**src/rtl/kbd_ps2_rx.sv**
```systemverilog
// PS/2 device-to-host frame receiver with a first-word-fall-through scan-code FIFO.
// Frames are checked for odd parity and stop bit before they are queued for the core.
module kbd_ps2_rx #(
  parameter int DEPTH          = 8,
  parameter int TIMEOUT_CYCLES = 100000
) (
  input  logic       clk,
  input  logic       rst,
  input  logic       ps2_clk,
  input  logic       ps2_data,
  input  logic       kbd_read_enable,
  output logic       kbd_ready,
  output logic [7:0] kbd_data,
  output logic       kbd_overflow,
  output logic       kbd_frame_err
);

  localparam int AW = $clog2(DEPTH);
  localparam int TW = $clog2(TIMEOUT_CYCLES + 1);
  localparam logic [TW-1:0] TMO_LAST = TW'(TIMEOUT_CYCLES - 1);

  typedef enum logic [1:0] {
    IDLE  = 2'd0,
    RECV  = 2'd1,
    CHECK = 2'd2
  } state_t;

  logic          clk_s1_q, clk_s2_q, clk_prev_q;
  logic          data_s1_q, data_s2_q;
  logic          fe_s;
  state_t        state_q, state_d;
  logic [3:0]    bitcnt_q, bitcnt_d;
  logic [9:0]    shift_q, shift_d;
  logic [TW-1:0] tmo_q, tmo_d;
  logic          frame_ok_s, push_s, frame_bad_s;
  logic          frame_err_q;

  logic [7:0]    mem_q [DEPTH];
  logic [AW:0]   wr_ptr_q, wr_ptr_d, rd_ptr_q, rd_ptr_d;
  logic          empty_s, full_s, pop_s, wr_en_s, ovf_set_s;
  logic          ovf_q, ovf_d;

  // Pin synchronisers; idle-high reset so a held-high line never looks like an edge
  always_ff @(posedge clk) begin
    if (!rst) begin
      clk_s1_q   <= 1'b1;
      clk_s2_q   <= 1'b1;
      clk_prev_q <= 1'b1;
      data_s1_q  <= 1'b1;
      data_s2_q  <= 1'b1;
    end else begin
      clk_s1_q   <= ps2_clk;
      clk_s2_q   <= clk_s1_q;
      clk_prev_q <= clk_s2_q;
      data_s1_q  <= ps2_data;
      data_s2_q  <= data_s1_q;
    end
  end

  assign fe_s = ~clk_s2_q & clk_prev_q;

  // FSM state register
  always_ff @(posedge clk) begin
    if (!rst) begin
      state_q <= IDLE;
    end else begin
      state_q <= state_d;
    end
  end

  // Receive datapath registers
  always_ff @(posedge clk) begin
    if (!rst) begin
      bitcnt_q <= 4'd0;
      shift_q  <= 10'd0;
      tmo_q    <= '0;
    end else begin
      bitcnt_q <= bitcnt_d;
      shift_q  <= shift_d;
      tmo_q    <= tmo_d;
    end
  end

  // FSM next state; an edge in RECV takes priority over an expiring timeout
  always_comb begin
    state_d  = state_q;
    bitcnt_d = bitcnt_q;
    shift_d  = shift_q;
    tmo_d    = tmo_q;
    case (state_q)
      IDLE: begin
        if (fe_s && !data_s2_q) begin
          state_d  = RECV;
          bitcnt_d = 4'd0;
          tmo_d    = '0;
        end else begin
          state_d = IDLE;
        end
      end
      RECV: begin
        if (fe_s) begin
          shift_d  = {data_s2_q, shift_q[9:1]};
          bitcnt_d = bitcnt_q + 4'd1;
          tmo_d    = '0;
          if (bitcnt_q == 4'd9) begin
            state_d = CHECK;
          end else begin
            state_d = RECV;
          end
        end else if (tmo_q == TMO_LAST) begin
          state_d = IDLE;
          tmo_d   = '0;
        end else begin
          tmo_d = tmo_q + TW'(1);
        end
      end
      CHECK: begin
        state_d = IDLE;
      end
      default: begin
        state_d = IDLE;
      end
    endcase
  end

  // FSM outputs: shift_q holds {stop, parity, data[7:0]} while in CHECK
  always_comb begin
    frame_ok_s  = ((^shift_q[7:0]) ^ shift_q[8]) & shift_q[9];
    push_s      = 1'b0;
    frame_bad_s = 1'b0;
    if (state_q == CHECK) begin
      push_s      = frame_ok_s;
      frame_bad_s = ~frame_ok_s;
    end else begin
      push_s      = 1'b0;
      frame_bad_s = 1'b0;
    end
  end

  assign empty_s   = (wr_ptr_q == rd_ptr_q);
  assign full_s    = (wr_ptr_q[AW] != rd_ptr_q[AW]) && (wr_ptr_q[AW-1:0] == rd_ptr_q[AW-1:0]);
  assign pop_s     = kbd_read_enable & ~empty_s;
  assign wr_en_s   = push_s & (~full_s | pop_s);
  assign ovf_set_s = push_s & full_s & ~pop_s;

  // FIFO pointer and sticky overflow next state; a new drop beats a clearing pop
  always_comb begin
    wr_ptr_d = wr_ptr_q;
    rd_ptr_d = rd_ptr_q;
    ovf_d    = ovf_q;
    if (wr_en_s) begin
      wr_ptr_d = wr_ptr_q + {{AW{1'b0}}, 1'b1};
    end else begin
      wr_ptr_d = wr_ptr_q;
    end
    if (pop_s) begin
      rd_ptr_d = rd_ptr_q + {{AW{1'b0}}, 1'b1};
    end else begin
      rd_ptr_d = rd_ptr_q;
    end
    if (ovf_set_s) begin
      ovf_d = 1'b1;
    end else if (pop_s) begin
      ovf_d = 1'b0;
    end else begin
      ovf_d = ovf_q;
    end
  end

  // FIFO control and flag registers
  always_ff @(posedge clk) begin
    if (!rst) begin
      wr_ptr_q    <= '0;
      rd_ptr_q    <= '0;
      ovf_q       <= 1'b0;
      frame_err_q <= 1'b0;
    end else begin
      wr_ptr_q    <= wr_ptr_d;
      rd_ptr_q    <= rd_ptr_d;
      ovf_q       <= ovf_d;
      frame_err_q <= frame_bad_s;
    end
  end

  // FIFO storage; contents need no reset because the pointers gate every read
  always_ff @(posedge clk) begin
    if (wr_en_s) begin
      mem_q[wr_ptr_q[AW-1:0]] <= shift_q[7:0];
    end
  end

  assign kbd_ready     = ~empty_s;
  assign kbd_data      = empty_s ? 8'd0 : mem_q[rd_ptr_q[AW-1:0]];
  assign kbd_overflow  = ovf_q;
  assign kbd_frame_err = frame_err_q;

endmodule

```
**config.mk**
```make
export PLATFORM = sky130hd
export DESIGN_NAME = kbd_ps2_rx
export DESIGN_NICKNAME = d
export VERILOG_FILES = /design/src/rtl/kbd_ps2_rx.sv
export SDC_FILE = /design/constraint.sdc
export NUM_CORES = 1
export LEC_CHECK = 0
export ABC_AREA = 1
export ABC_CLOCK_PERIOD_IN_PS = 2400
export CAP_MARGIN = 40
export CORE_UTILIZATION = 40
export DETAILED_ROUTE_END_ITERATION = 12
export PLACE_DENSITY = 0.56
export SYNTH_ARGS = -nofsm -noshare
export SYNTH_HDL_FRONTEND = slang
export SYNTH_SLANG_ARGS = --single-unit
```
**constraint.sdc**
```tcl
create_clock -name clk -period 2.4 [get_ports clk]
set_input_delay 0.24 -clock clk [delete_from_list [all_inputs] [get_ports clk]]
set_output_delay 0.24 -clock clk [all_outputs]
set_load 0.005 [all_outputs]
```
==> metrics.txt <==
outcome=completed; Total Routing Usage GR=18.01%; synth warn=0; Residual DRC=0; Storage cell area=2952 µm²; core footprint=12010 µm²; initial antenna violation count=0; Slew Viols, Final=0; global-route wire length before repair=17410 µm; maximum buffer depth of the clock tree=2; Die W=113.0 µm; max-cap violations=0; Detailed Place HPWL=6880 µm; fin crit period=2.282 ns; crit path capture type=primary output; Async SR Flop Fraction=0%; Top FF cell, synth=edfxtp_1; Area contributors post-synth=edfxtp_1, dfxtp_1, nor2_1; diodes inserted=0; number of synthesized flops with an enable pin=64; FMAX=438.3 MHz; Synth top area share=39.02%; largest net degree at the start of global routing=23; DR iter-0 viols=311; PD cells=763.6 nW/µm²; Critical Setup Path Class=reg -> out; die area=12760 µm²; Yosys reg bits=115; Layout area overhead=23.91%; cell leakage power=2.428 nW; Worst EP required=2.16 ns; CP Launch Type=register; pre-CTS WS=0.1919 ns; Synth Area per Inst=9.656 µm²; share of cells above drive strength 1=20.38%; antenna-violating nets left=0; cell count after synthesis=510; Netlist cell types=39; Post-Syn Area=4925 µm²; clock root cell=clkbuf_16; Slew @ Worst Pin=0.4348 ns; RSZ-0062 raised after global routing=no; clk sinks=115; 1st-pass router iterations=4; Hold Fails Final Rpt=0; Clock Latency Late Sink=0.41 ns; period utilisation layout=95.07%; Max IR drop VDD=0.5590 mV; relative slew slack=70.81%; fillers=1085; multi-input logic area=1767 µm²; H-tree levels=4; Starting Density=41.00%; vias in the first global route=3622; Vias/cell=5.021; utilization after layout=50.80%; routed wire length=10410 µm; Die Ht=113.0 µm; Placed Area=5401 µm²; hold slack=0.3941 ns; total number of vias=3645; Total Nets Final=576; Final TNS setup=0 ns; Clock transition at path regs=0.05 ns; CTS tree=built; critical path peak fanout=10; most frequent cells in the layout=nor2_1, edfxtp_1, nand2_1, o21ai_0, dfxtp_1; CTS Buf Count=17; worst path arrival time=2.04 ns; Worst Hold Class=in -> reg; register area share after synthesis=59.76%; Finished Cell Area=6102 µm²; Final setup viols=0; Final WS setup=0.1183 ns; CTS Hold Buffers Added=0; area leader, netlist=edfxtp_1; GPL Wtd Cong=0.8540; # IOs=16; drt wl/cell=14.34 µm; most common cell after layout, fill and taps aside=nor2_1; IO buf count=15; global route overflow=0; final setup skew=0.01307 ns; Syn Nets=520; FP Rows=40
==> logic make-up (layout without fill, tap and decap cells) <==
kind of cell | count (synthesis) | count (layout) | synth area share (%)
and+or+nand+nor | 210 | 210 | 20.73
DFF | 115 | 115 | 59.76
adders and majority gates | 5 | 5 | 1.270
xor gates and xnor gates | 9 | 9 | 1.600
AOI/OAI and AO/OA | 108 | 108 | 11.74
buffers and inverters | 63 | 132 | 4.903
==> critical path, stage by stage, from the launching register on <==
cell             delay, ns
dfxtp_2               0.33
inv_1                 0.10
nand2_1               0.06
nand4_1               0.14
a21oi_4               0.06
nand2_4               0.14
o21ai_0               0.11
a31oi_1               0.16
clkdlybuf4s50_1       0.52
==> power by group <==
part           internal [mW]  total (mW)  switching [mW]
combinational          0.133       0.303           0.170
clock                   1.41        2.27           0.864
sequential              2.07        2.08          0.0108
total                   3.61        4.66            1.04
==> layer usage <==
layer / part of all wire [%] / GRT usage (%) / vias up
met5: 0 / 0 / -
met4: 3.0 / 10.18 / 0
met3: 3.9 / 4.285 / 23
met2: 49 / 30.08 / 70
met1: 44 / 21.42 / 1696
li1: - / - / 1856
==> synthesized netlist by cell type, types with 2 or more instances <==
cell type  count
a211oi_1       2
dfxtp_1       51
nand2_1       63
nor2_1        84
xor2_1         4
inv_1         39
nand2_4        4
nand2_2        5
edfxtp_1      64
nor3_2         4
clkbuf_1      10
nor3_1         7
and3_1         2
or2_2          5
buf_1          2
nand3_2        2
nand3_1        7
o21ai_1        2
nor2_4         4
a31oi_1       11
o21ai_0       55
nor2_2         5
inv_2          8
buf_2          3
o22ai_1        8
nand4_1       12
ha_1           5
xnor2_1        5
a21oi_1       27
==> registers in the layout (all words and copies together), names as in the netlist, named ones only <==
name / flops
mem_q: 64
tmo_q: 17
shift_q: 10
bitcnt_q: 4
rd_ptr_q: 4
wr_ptr_q: 4
state_q: 2
clk_prev_q: 1
clk_s1_q: 1
clk_s2_q: 1
data_s1_q: 1
data_s2_q: 1
kbd_frame_err: 1
kbd_overflow: 1
==> worst paths after layout <==
kind,slack [ns],cells past startpoint,end,startpoint
hold / removal,0.39,2,data_s1_q,ps2_data
setup reg to reg,0.36,13,mem_q[4][1],shift_q[4]
hold reg to reg,0.41,1,clk_s2_q,clk_s1_q
setup / recovery,0.12,8,kbd_data[1],rd_ptr_q[0]
==> area by class of cell <==
type                            instances  area share, %
Timing Repair Buffer                   52          7.648
Inverter                               48          3.076
Clock buffer                           18          7.033
Clock inverter                         14          1.907
Sequential cell                       115          48.37
Tap cell                              147          3.014
Multi-Input combinational cell        332          28.95
==> timing repair <==
| item | in CTS | in global routing |
|---|---|---|
| endpoints found under the hold margin | 0 | 0 |
| setup buffers | 8 | 2 |
| pin swaps | 0 | 1 |
| gates resized for setup | 11 | 14 |
| endpoints found under the setup margin | 8 | 23 |
==> stage by stage <==
step                      std cells  power (mW)
after floorplan                 510       2.281
after global placement          684       2.374
after detailed placement        684       2.375
after CTS                       724       4.698
after global routing            726       4.811
final                           726       4.659
No activity file was read; power rests on OpenSTA's default activity.
==> variant, RTL diff (same settings) <==
`TIMEOUT_CYCLES`: 100000 -> 50000.
--- a/src/rtl/kbd_ps2_rx.sv
+++ b/src/rtl/kbd_ps2_rx.sv
@@ -2,7 +2,7 @@
 // Frames are checked for odd parity and stop bit before they are queued for the core.
 module kbd_ps2_rx #(
   parameter int DEPTH          = 8,
-  parameter int TIMEOUT_CYCLES = 100000
+  parameter int TIMEOUT_CYCLES = 50000
 ) (
   input  logic       clk,
   input  logic       rst,
Check against the original RTL: no difference found for any inputs over 10 cycles, from zero or initial values and one cycle with rst low; that may be too few to reach the edited logic, so the function may still have changed.
==> variant against the unedited design <==
Wire length decreased by 1.1%. Worst setup slack got worse by 0.013 ns. Area after synthesis decreased by 0.69%. Total power decreased by 1.4%. Synthesized cell count decreased by 1.4%. Critical path type unchanged. Critical endpoint is now kbd_data[3]. Final cell count decreased by 1.7%. Sequential cell count decreased by 1. Design area decreased by 2.0%.
==> variant: results (changes against the unedited design) <==
.. list-table::
   :header-rows: 1

   * - Metric
     - Value
   * - Met3 Routed Length
     - 427 microns (was 406 microns)
   * - Fraction of final layout cells sized beyond drive strength 1
     - 18.7% (was 20.4%)
   * - Clock slew at reported path FFs
     - 0.05 ns (about the same)
   * - Largest net degree at the start of global routing
     - 19 (was 23)
   * - Number of instances in the synthesized netlist
     - 503 (was 510)
   * - Max IR drop VDD
     - 0.553 mV (was 0.559 mV)
   * - Met2 Routed Length
     - 5.01 mm (was 5.08 mm)
   * - Wire length of the first global-routing pass
     - 17.2 mm (was 17.4 mm)
   * - Main area contributors after synthesis
     - edfxtp_1 (39%), dfxtp_1 (20%), nor2_1 (6.9%), o21ai_0 (5.4%), nand2_1 (4.5%) (was edfxtp_1 (39%), dfxtp_1 (21%), nor2_1 (6.4%), o21ai_0 (5.6%), nand2_1 (4.8%))
   * - Placed wire-length estimate
     - 7.02 mm (was 6.88 mm)
   * - Number of nets in the synthesized netlist
     - 513 (was 520)
   * - Largest fanout on the critical path
     - 16 (was 10)
   * - Arr. time, crit path
     - 2.06 ns (was 2.04 ns)
   * - Layout Nets
     - 564 (was 576)
   * - Static leakage
     - 2.44 nW (was 2.43 nW)
   * - Global Route Usage Sum
     - 17.7% (was 18.0%)
   * - Total number of vias
     - 3569 (was 3645)
   * - Area after detailed placement
     - 5350 sq um (was 5400 sq um)
   * - Inst Count DP
     - 675 (was 684)
   * - Portion of the post-synthesis area used by sequential elements
     - 59.8% (about the same)
   * - Detail-routed via count per cell
     - 5.00 (was 5.02)
   * - Final setup skew
     - 0.00684 ns (was 0.0131 ns)
   * - Wire length on met1
     - 4.70 mm (was 4.62 mm)
   * - Global placer's final weighted congestion
     - 0.809 (was 0.854)
   * - Slew at the pin with the worst max-slew slack
     - 0.448 ns (was 0.435 ns)
   * - Pre-CTS setup slack
     - 0.253 ns (was 0.192 ns)
   * - Outcome
     - finished, final reports clean (unchanged)
   * - Initial drt markers
     - 187 (was 311)
   * - Number of global-route vias before repair
     - 3531 (was 3622)
   * - Cell types with the highest counts after synthesis
     - nor2_1 (90), edfxtp_1 (64), nand2_1 (59) (was nor2_1 (84), edfxtp_1 (64), nand2_1 (63))
==> variant: changes by cell type after synthesis, moves of 3 or more <==
cell / delta
nor3_1: +6
nor2_4: -3
nor2_1: +6
nor2_2: +4
nor3_2: -4
inv_2: -4
nand2_1: -4
a21oi_1: -5
==> variant: power breakdown <==
group          internal (mW)  total, mW  leakage [nW]  switching (mW)
Sequential              2.06       2.07          1.11          0.0116
Clock                   1.43       2.23         0.263           0.802
Combinational          0.126      0.294          1.06           0.168
==> variant: layout make-up <==
| class | instances | area [sq um] |
|---|---|---|
| Timing Repair Buffer | 47 | 428 |
| Tap cell | 147 | 184 |
| Clock inverter | 8 | 63.8 |
| Sequential cell | 114 | 2930 |
| Clock buffer | 24 | 462 |
| Fill cell | 1104 | 5980 |
| Inverter | 43 | 168 |
| Multi-Input combinational cell | 331 | 1740 |
==> variant: logic make-up (layout without fill, tap and decap cells) <==
logic type               after synthesis  in the layout  synth area share [%]
AND/OR/NAND/NOR                      216            216                  21.1
flip-flops                           114            114                  59.8
AO/OA/AOI/OAI                         98             98                  10.9
buffers and inverters                 58            122                  4.58
XOR/XNOR                              12             12                  2.46
adder cells (fa/ha/maj)                5              5                  1.28
==> variant: per-layer routing <==
metal  GRT usage (%)  vias up
li1                -     1822
met5               0        -
met3            4.86       15
met2            29.7       73
met1            21.5     1659
met4            7.38        0
==> variant: final timing paths <==
kind	start	end	slack, ns	cells after the start
worst max-delay path	register	kbd_data[3]	0.10	6
worst min-delay path	ps2_clk	clk_s1_q	0.40	2
worst max register to register	shift_q[0]	mem_q[0][6]	0.29	9
worst min register to register	clk_s1_q	clk_s2_q	0.41	1
==> variant: repair_timing <==
item	4_1_cts	5_1_grt
endpoints found under the setup margin	8	8
gates resized for setup	7	15
setup buffers	3	4
pin swaps	0	2
